**config.mk**
```make
export PLATFORM = sky130hd
export DESIGN_NAME = serial_adder
export DESIGN_NICKNAME = d
export VERILOG_FILES = /design/src/rtl/serial_adder.sv
export SDC_FILE = /design/constraint.sdc
export NUM_CORES = 1
export LEC_CHECK = 0
export ABC_AREA = 1
export CAP_MARGIN = 20
export CORE_MARGIN = 4
export CORE_UTILIZATION = 47
export DETAILED_ROUTE_END_ITERATION = 7
export PLACE_DENSITY = 0.79
export SKIP_CTS_REPAIR_TIMING = 1
export SLEW_MARGIN = 20
export SYNTH_ARGS = -nofsm -noshare
export SYNTH_HDL_FRONTEND = slang
export SYNTH_SLANG_ARGS = --single-unit
```
**constraint.sdc**
```tcl
create_clock -name clk_i -period 1.2 [get_ports clk_i]
set_input_delay 0.3 -clock clk_i [delete_from_list [all_inputs] [get_ports clk_i]]
set_output_delay 0.3 -clock clk_i [all_outputs]
set_load 0.01 [all_outputs]
```
**src/rtl/serial_adder.sv**
```systemverilog
// Bit-serial adder: loads two WIDTH-bit operands on start, adds them LSB-first
// one bit per clock through a single registered carry, then reports the sum,
// unsigned carry-out and signed overflow with a one-cycle done pulse.
module serial_adder #(
    parameter int unsigned WIDTH = 8
) (
    input  logic             clk_i,
    input  logic             rst_i,
    input  logic             start_i,
    input  logic [WIDTH-1:0] a_i,
    input  logic [WIDTH-1:0] b_i,
    input  logic             cin_i,
    output logic             busy_o,
    output logic             done_o,
    output logic [WIDTH-1:0] s_o,
    output logic             cout_o,
    output logic             ovf_o
);

    // Counter holds 0..WIDTH so it never wraps inside an operation
    localparam int unsigned CW = $clog2(WIDTH) + 1;

    typedef enum logic [1:0] {
        ST_IDLE = 2'd0,
        ST_RUN  = 2'd1,
        ST_FIN  = 2'd2
    } state_t;

    state_t           state_q, state_d;
    logic [WIDTH-1:0] a_q, a_d;
    logic [WIDTH-1:0] b_q, b_d;
    logic [WIDTH-1:0] acc_q, acc_d;
    logic             c_q, c_d;
    logic [CW-1:0]    cnt_q, cnt_d;
    logic [WIDTH-1:0] s_q, s_d;
    logic             cout_q, cout_d;
    logic             ovf_q, ovf_d;
    logic             busy_q, busy_d;
    logic             done_q, done_d;

    logic             sum_bit;
    logic             carry_nxt;
    logic             last_bit;

    // One full-adder slice on the current LSBs and the stored carry
    always_comb begin
        sum_bit   = a_q[0] ^ b_q[0] ^ c_q;
        carry_nxt = (a_q[0] & b_q[0]) | (a_q[0] & c_q) | (b_q[0] & c_q);
        last_bit  = (cnt_q == CW'(WIDTH - 1));
    end

    // Next-state, datapath shifting and result capture
    always_comb begin
        state_d = state_q;
        a_d     = a_q;
        b_d     = b_q;
        acc_d   = acc_q;
        c_d     = c_q;
        cnt_d   = cnt_q;
        s_d     = s_q;
        cout_d  = cout_q;
        ovf_d   = ovf_q;

        unique case (state_q)
            ST_IDLE, ST_FIN: begin
                state_d = ST_IDLE;
                if (start_i) begin
                    a_d     = a_i;
                    b_d     = b_i;
                    c_d     = cin_i;
                    cnt_d   = '0;
                    state_d = ST_RUN;
                end
            end
            ST_RUN: begin
                a_d   = a_q >> 1;
                b_d   = b_q >> 1;
                c_d   = carry_nxt;
                acc_d = {sum_bit, acc_q[WIDTH-1:1]};
                cnt_d = cnt_q + CW'(1);
                if (last_bit) begin
                    s_d     = {sum_bit, acc_q[WIDTH-1:1]};
                    cout_d  = carry_nxt;
                    // c_q is the carry entering the MSB on this final step
                    ovf_d   = c_q ^ carry_nxt;
                    state_d = ST_FIN;
                end
            end
            default: state_d = ST_IDLE;
        endcase

        busy_d = (state_d == ST_RUN);
        done_d = (state_d == ST_FIN);
    end

    // State and datapath registers, cleared asynchronously
    always_ff @(posedge clk_i or posedge rst_i) begin
        if (rst_i) begin
            state_q <= ST_IDLE;
            a_q     <= '0;
            b_q     <= '0;
            acc_q   <= '0;
            c_q     <= 1'b0;
            cnt_q   <= '0;
            s_q     <= '0;
            cout_q  <= 1'b0;
            ovf_q   <= 1'b0;
            busy_q  <= 1'b0;
            done_q  <= 1'b0;
        end else begin
            state_q <= state_d;
            a_q     <= a_d;
            b_q     <= b_d;
            acc_q   <= acc_d;
            c_q     <= c_d;
            cnt_q   <= cnt_d;
            s_q     <= s_d;
            cout_q  <= cout_d;
            ovf_q   <= ovf_d;
            busy_q  <= busy_d;
            done_q  <= done_d;
        end
    end

    assign busy_o = busy_q;
    assign done_o = done_q;
    assign s_o    = s_q;
    assign cout_o = cout_q;
    assign ovf_o  = ovf_q;

endmodule

```
Word level (Yosys, flattened, before mapping)
Cells that the tools add are included.
{"block": "classes", "n_addsub": 1, "n_eq_ne": 6, "muxes": 11, "bitwise": 8, "n_reduce_logical": 5}
{"op": "case mux 8 bit (2 select lines)", "count": 2}
{"op": "2-to-1 mux 8 bit", "count": 2}
{"op": "case mux 4 bit (2 select lines)", "count": 1}
{"op": "adder 4 x 1 -> 4 bit (second input constant)", "count": 1}
{"op": "equality test 2 x 1 -> 1 bit (second input constant)", "count": 2}
{"op": "equality test 2 bit (second input constant)", "count": 2}
{"op": "equality test 4 x 3 -> 1 bit (second input constant)", "count": 1}
{"op": "2-to-1 mux 4 bit", "count": 1}
{"op": "case mux 2 bit (2 select lines)", "count": 1}
{"op": "AND reduction 2 bit", "count": 2}
{"op": "AND 1 bit", "count": 3}
{"op": "XOR 1 bit", "count": 3}
{"op": "zero test 2 bit", "count": 1}
{"op": "2-to-1 mux 1 bit", "count": 2}
{"op": "2-to-1 mux 2 bit", "count": 1}
{"op": "inequality test 2 bit (second input constant)", "count": 1}
{"op": "OR 1 bit", "count": 2}
{"op": "case mux 1 bit (2 select lines)", "count": 1}
{"op": "nonzero test 2 bit", "count": 1}
{"op": "OR reduction 2 bit", "count": 1}
{"block": "totals", "regBits": 43, "inputBits": 20, "output_inout_bits": 12, "word_cells": 42}

Longest topological paths before layout
Gate-level depths: netlist of the first run.
{"block": "logic_depth", "depth_word": 4, "ltp_mapped": 7, "ltp_nobuf": 6}

Worst setup path after synthesis of the first run
Ideal clock, no wire load.
{"block": "synth_path", "path_kind": "register -> register", "from": "register a_q[0]", "to": "register ovf_q (netlist: ovf_o)", "setup_ps": 116, "t_arrival_ps": 1105, "required_ps": 1084, "slack_ps": -21, "stages_incl_launch_ff": 5, "path_buffers": 0, "synth_period_minus_slack_ps": 1221, "cell_sequence": "dfrtp_1 fa_1 xor2_1 nand2_1 nand2_1"}
{"block": "synth_via", "elab_chain_cells": 4, "elab_cells_between_ends": 5, "classes_between": "bitwise: 5"}
{"item": "from (decl)", "line_no": "30", "rtl": "logic [WIDTH-1:0] a_q, a_d;"}
{"item": "from (signal assigned)", "line_no": "100", "rtl": "a_q <= '0;"}
{"item": "from (signal assigned)", "line_no": "112", "rtl": "a_q <= a_d;"}
{"item": "AND 1 bit", "line_no": "48", "rtl": "carry_nxt = (a_q[0] & b_q[0]) | (a_q[0] & c_q) | (b_q[0] & c_q);"}
{"item": "OR 1 bit (*) (2 in a row)", "line_no": "48"}
{"item": "named net carry_nxt", "line_no": "42", "rtl": "logic carry_nxt;"}
{"item": "XOR 1 bit (*)", "line_no": "85", "rtl": "ovf_d = c_q ^ carry_nxt;"}
{"item": "to (signal assigned)", "line_no": "119", "rtl": "ovf_q <= ovf_d;"}
{"item": "to (decl)", "line_no": "37", "rtl": "logic ovf_q, ovf_d;"}
Mark *: on every way through the listed nets, which the timed path passes. The rest lies on a longest branch.
A chain may end at the register's enable or synchronous reset.

Final worst setup path of the first run
{"block": "layout_path", "from": "register c_q", "to": "register acc_q[7]"}
{"block": "layout_via", "elab_chain_cells": 1}
{"item": "from (decl)", "line_no": "33", "rtl": "logic c_q, c_d;"}
{"item": "from (signal assigned)", "line_no": "103", "rtl": "c_q <= 1'b0;"}
{"item": "from (signal assigned)", "line_no": "115", "rtl": "c_q <= c_d;"}
{"item": "XOR 1 bit", "line_no": "47", "rtl": "sum_bit = a_q[0] ^ b_q[0] ^ c_q;"}
{"item": "named net sum_bit", "line_no": "41", "rtl": "logic sum_bit;"}
{"item": "to (signal assigned)", "line_no": "102", "rtl": "acc_q <= '0;"}
{"item": "to (signal assigned)", "line_no": "114", "rtl": "acc_q <= acc_d;"}
{"item": "to (decl)", "line_no": "32", "rtl": "logic [WIDTH-1:0] acc_q, acc_d;"}
The timed path passes the listed nets, and every way through them passes these cells.

==> out/summary.txt, run 1 <==
Placer Congestion -> 0.765
WL per Instance -> 12.5 microns
drt first pass iters -> 4
ratio of cells with drive above 1 in the final layout -> 19.7%
CTS clock-pin slew for the worst setup and hold paths -> 70 ps
vias in the first global route -> 1476
synth top area cells -> dfrtp_1, nand2_1, inv_1, buf_4, fa_1
Post-Synthesis Net Count -> 254
Die W -> 70.7 microns
dpl ws -> -311 ps
non-filler cells, final -> 337
Slowest-stage cell, CP -> fa_2
TritonCTS clock tree -> done
I/O Buffers -> 31
Cell Rows -> 22
IO Pins -> 32
Placed Area -> 2340 sq um
commonest non-fill, non-tap cell in the layout -> nand2_1
detailed placer's ending HPWL -> 2.53 mm
largest net degree at the start of global routing -> 29
worst-path cell chain -> fa_2 -> nand2_1 -> o21ai_1
DIE AREA -> 5000 sq um
Syn Area/Cell -> 7.98 sq um
Largest stage delay, worst path -> 600 ps
CTS max path bufs -> 2
sequential fraction of the synthesis area -> 56.8%
diode count -> 0
Min Clock Period, post-route -> 1190 ps
Crit Path Category -> flip-flop to flip-flop
grt total ovfl -> 0
clock sinks -> 42
WP data required -> 1420 ps
Layout Nets -> 311
Peak Freq -> 840 MHz
area leader, netlist -> dfrtp_1
most frequent cells in the layout -> nand2_1, dfrtp_1, clkdlybuf4s50_1
Fill cells -> 292
DIE HEIGHT -> 70.7 microns
Pleak -> 1.52 nW
crit path max fanout -> 2
Syn Inst Count -> 232
Unique masters post-synth -> 19
number of H-tree levels -> 2
setup ws final -> 9.39 ps
RSZ-0062 raised after global routing -> true
Total Neg Setup Slack -> 0 ps
Antenna Violating Nets Remaining -> 0
Vias -> 1581
PD cells -> 2540 nW/um^2
routed vias/inst -> 4.69
cell area after synthesis -> 1850 sq um
initial antenna violation count -> 0
Initial Util -> 49.4%
Routed WL -> 4.22 mm
yosys warns -> 0
Worst R2R Path Depth -> 3
CP endpoint kind -> flip-flop
worst slew pin tran -> 216 ps
Peak VDD IR -> 1.29 mV
Hold Path Class -> input port to async pin
first-pass GRT wire length -> 6.34 mm
status -> finished, final reports clean
Final Hold Viols -> 0
Core Region -> 3740 sq um
Final Max Slew Viols -> 0
CP Launch Type -> flip-flop
Hold WS -> 280 ps
reg2reg setup slack -> 9 ps
flops & latches, synth -> 42
DRC Markers -> 0
Area Growth Syn to Fin -> 42.9%
worst rel slew slack -> 85.6%
total CTS buffers -> 5
clock latency on the worst-skew pair -> 280 ps
dpl cells -> 320
Final Instance Area -> 2650 sq um
DRT iter0 DRCs -> 110
Max Cap Viol -> 0
Worst EP arrival -> 1410 ps
Yosys top cell area share -> 56.8%
clk root buf -> clkbuf_8
Layout Skew -> 6.48 ps
gr usage total -> 15.8%
Util after Layout -> 70.7%
Finish-stage setup viols -> 0
Tot Pwr -> 6.71 mW
Tcrit/Tclk final -> 99.2%
critical path: cells and delay by family (launching register included):
kind	cells	cell delay [ps]
fa+ha+maj	1	600
simple gates	1	60
compound gates	1	60
flops	1	400
cells by family (layout without fill, tap and decap cells):
group	count (synthesis)	after routing	synth area share, %
xor+xnor	1	1	0.473
fa+ha+maj	2	2	1.76
simple gates	153	155	32.3
flops	42	42	56.8
buf+inv	29	84	7.37
compound gates	5	5	1.35
worst paths after layout:
| path | endpoint | start |
|---|---|---|
| worst max-delay path | acc_q[7]$_DFFE_PP0P_ | c_q$_DFFE_PP0P_ |
| min in group clk_i | b_q[7]$_DFFE_PP0P_ | b_q[7]$_DFFE_PP0P_ |
| max in group asynchronous | state_q[0]$_DFF_PP0_ | rst_i |
| worst min register to register | b_q[7]$_DFFE_PP0P_ | b_q[7]$_DFFE_PP0P_ |
| worst max register to register | acc_q[7]$_DFFE_PP0P_ | c_q$_DFFE_PP0P_ |
| worst min-delay path | a_q[3]$_DFFE_PP0P_ | rst_i |
cells in the mapped netlist (all sizes together):
cell     n
o21ai    4
fa       1
a21oi    1
buf      7
xor2     1
or2      1
nand4    1
nor2     6
inv     22
nand2  141
dfrtp   42
nand3    4
ha       1
sequential cells by signal (all words and copies together), names as in the netlist, 2 cells and up:
signal,flops
state_q,2
s_o,8
b_q,8
cnt_q,4
acc_q,7
a_q,8
power breakdown:
part,total [mW],leakage [nW],switching [mW],internal [mW]
Clock,0.820,0.0383,0.420,0.400
Combinational,3.41,0.953,1.76,1.64
Sequential,2.49,0.525,0.431,2.06
metal layers:
layer	vias up	routed length, microns	track usage (%)
met1	736	1950	21.2
li1	804	-	-
met4	0	86	6.26
met5	-	0	0
met2	32	2010	24.4
met3	9	176	4.26
cell type report:
type	instances	area [sq um]	share of cell area [%]
flip-flops and latches	42	1050	39.8
multi-input cells	163	778	29.4
repair buffers	55	592	22.4
inverters	22	86.3	3.26
clock buffers	7	76.3	2.89
well taps	48	60.1	2.27
Note: power is estimated with default switching activity, not from simulation.
==> inputs of run 2 (changes only) <==
--- a/config.mk
+++ b/config.mk
@@ -10,6 +10,7 @@
 export CORE_MARGIN = 4
 export CORE_UTILIZATION = 47
 export DETAILED_ROUTE_END_ITERATION = 7
+export GPL_ROUTABILITY_DRIVEN = 0
 export PLACE_DENSITY = 0.79
 export SKIP_CTS_REPAIR_TIMING = 1
 export SLEW_MARGIN = 20
==> results of run 2 <==
The final DEF is identical to that of run 1; final timing and power are the same.
==> inputs of run 3 (changes only) <==
--- a/config.mk
+++ b/config.mk
@@ -11,9 +11,9 @@
 export CORE_UTILIZATION = 47
 export DETAILED_ROUTE_END_ITERATION = 7
 export GPL_ROUTABILITY_DRIVEN = 0
-export PLACE_DENSITY = 0.79
+export PLACE_DENSITY = 0.77
 export SKIP_CTS_REPAIR_TIMING = 1
-export SLEW_MARGIN = 20
+export SLEW_MARGIN = 15
 export SYNTH_ARGS = -nofsm -noshare
 export SYNTH_HDL_FRONTEND = slang
 export SYNTH_SLANG_ARGS = --single-unit
==> run 3 against run 2 <==
The flow now finishes with violations (setup timing). Sequential share of layout area is 1.0 points lower. Non-clock buffer count is 2 higher. Maximum frequency is 2.9% lower. Core utilization is 1.8 points higher. Routed wire length is 3.5% higher. Hold slack better by 51 ps. Clock power is 5.1% higher. Sequential cell count stayed put. Largest cell class unchanged. Largest power group unchanged.
==> out/summary.txt, run 3 (synthesized netlist as in run 1, its figures left out) <==
Vias -> 1634 (+3.4%)
Layout Nets -> 313 (+0.64%)
Routed WL -> 4.37 mm (+3.5%)
worst slew pin tran -> 228 ps (+12.1 ps)
Core Region -> 3740 sq um (unchanged)
Worst EP arrival -> 1460 ps (+50 ps)
Crit Path Category -> flip-flop to flip-flop
diode count -> 0 (unchanged)
vias in the first global route -> 1457 (-1.3%)
Finish-stage setup viols -> 7 (+7)
routed vias/inst -> 4.82 (+2.7%)
WL per Instance -> 12.9 microns (+2.9%)
DRC Markers -> 0 (unchanged)
Fill cells -> 289 (-1.0%)
initial antenna violation count -> 0 (unchanged)
clock sinks -> 42 (unchanged)
Layout Skew -> 7.36 ps (+0.876 ps)
drt first pass iters -> 5 (+1)
clk root buf -> clkbuf_8
status -> complete, but fails checks
Hold Path Class -> input port to flip-flop
worst hold start -> start_i
failing checks -> setup timing
CTS clock-pin slew for the worst setup and hold paths -> 80 ps (about the same)
WP data required -> 1430 ps (about the same)
Reg2Reg Launch Point -> state_q[0]$_DFF_PP0_
ratio of cells with drive above 1 in the final layout -> 28.2% (+8.5 points)
clock latency on the worst-skew pair -> 300 ps (+20 ps)
largest net degree at the start of global routing -> 43 (+48%)
commonest non-fill, non-tap cell in the layout -> nand2_1
TritonCTS clock tree -> done
DIE AREA -> 5000 sq um (unchanged)
detailed placer's ending HPWL -> 2.55 mm (+0.55%)
Die W -> 70.7 microns (unchanged)
Tcrit/Tclk final -> 102% (+3.0 points)
RSZ-0062 raised after global routing -> true
DIE HEIGHT -> 70.7 microns (unchanged)
Util after Layout -> 72.5% (+1.8 points)
Max Cap Viol -> 0 (unchanged)
Area Growth Syn to Fin -> 46.7%
Antenna Violating Nets Remaining -> 0 (unchanged)
I/O Buffers -> 31 (unchanged)
crit path from -> state_q[0]$_DFF_PP0_
setup ws final -> -26.3 ps (-35.7 ps)
total CTS buffers -> 5 (unchanged)
Initial Util -> 49.4% (unchanged)
grt total ovfl -> 0 (unchanged)
worst rel slew slack -> 84.8% (-0.82 points)
PD cells -> 2490 nW/um^2 (-1.8%)
CTS max path bufs -> 2 (unchanged)
CP Launch Type -> flip-flop
Min Clock Period, post-route -> 1230 ps (+35.7 ps)
gr usage total -> 15.6% (-0.14 points)
Tot Pwr -> 6.77 mW (+0.79%)
Peak Freq -> 815 MHz (-2.9%)
number of H-tree levels -> 2 (unchanged)
IO Pins -> 32 (unchanged)
Pleak -> 1.56 nW (+2.7%)
most frequent cells in the layout -> nand2_1, dfrtp_1, nand2_2
crit path max fanout -> 8 (+6)
Final Hold Viols -> 0 (unchanged)
first-pass GRT wire length -> 6.17 mm (-2.7%)
Peak VDD IR -> 1.18 mV (-9.1%)
Cell Rows -> 22 (unchanged)
Final Max Slew Viols -> 0 (unchanged)
CP endpoint kind -> flip-flop
DRT iter0 DRCs -> 123 (+12%)
run 3: changes by cell type in the layout (fill, tap and decap cells not counted), moves of 3 or more:
cell     previous run  this run
buf_6               1         4
nand2_1           128       113
inv_1              18        13
nand2_4             4         7
nand2_2            10        22
inv_2               3         8
run 3: worst paths after layout:
path,end,slack [ps],depth (start not counted)
hold / removal,busy_o$_DFF_PP0_,330,3
min in group asynchronous,busy_o$_DFF_PP0_,400,3
setup / recovery,b_q[4]$_DFFE_PP0P_,-30,7
hold reg to reg,s_o[0]$_DFFE_PP0P_,480,2
setup reg to reg,b_q[4]$_DFFE_PP0P_,-30,7
max in group asynchronous,a_q[1]$_DFFE_PP0P_,600,3
run 3: where the power goes:
part	leakage, nW	internal, mW	switching (mW)
Combinational	0.988	1.65	1.78
Clock	0.0438	0.391	0.471
Sequential	0.525	2.05	0.414
Total	1.56	4.10	2.67
run 3: cell type report:
| type | instances | area [sq um] | area share, % |
|---|---|---|---|
| Sequential cell | 42 | 1050 | 38.8 |
| Clock buffer | 5 | 68.8 | 2.54 |
| Timing Repair Buffer | 57 | 618 | 22.8 |
| Clock inverter | 2 | 10.0 | 0.369 |
| Inverter | 22 | 86.3 | 3.18 |
| Tap cell | 48 | 60.1 | 2.21 |
| Multi-Input combinational cell | 163 | 818 | 30.2 |
run 3: per-layer routing:
layer	part of all wire, %	vias to the layer above	global-route usage, %
met4	1.6	0	6.89
met1	41	773	19.1
met3	6.3	7	5.54
met5	0	-	0
li1	-	806	-
met2	51	48	25.0
run 3: stage by stage:
stage	hold WS, ps	instance area, sq um	worst slack (ps)	instances	TNS, ps
6_report	331	2710	-26.3	339	-87.4
5_1_grt	349	2710	-66.2	339	-882
4_1_cts	407	2450	-315	332	-6080
3_5_place_dp	459	2370	-254	325	-6910
3_3_place_gp	456	2370	-232	325	-6440
2_1_floorplan	292	1860	41.8	232	0
run 3: worst max-delay path, stage by stage, from the launching register on:
cell	delay, ps
dfrtp_2	440
buf_6	130
nor2_4	190
clkbuf_16	210
nand2_2	50
nand2_1	60
inv_1	40
nand2_1	40
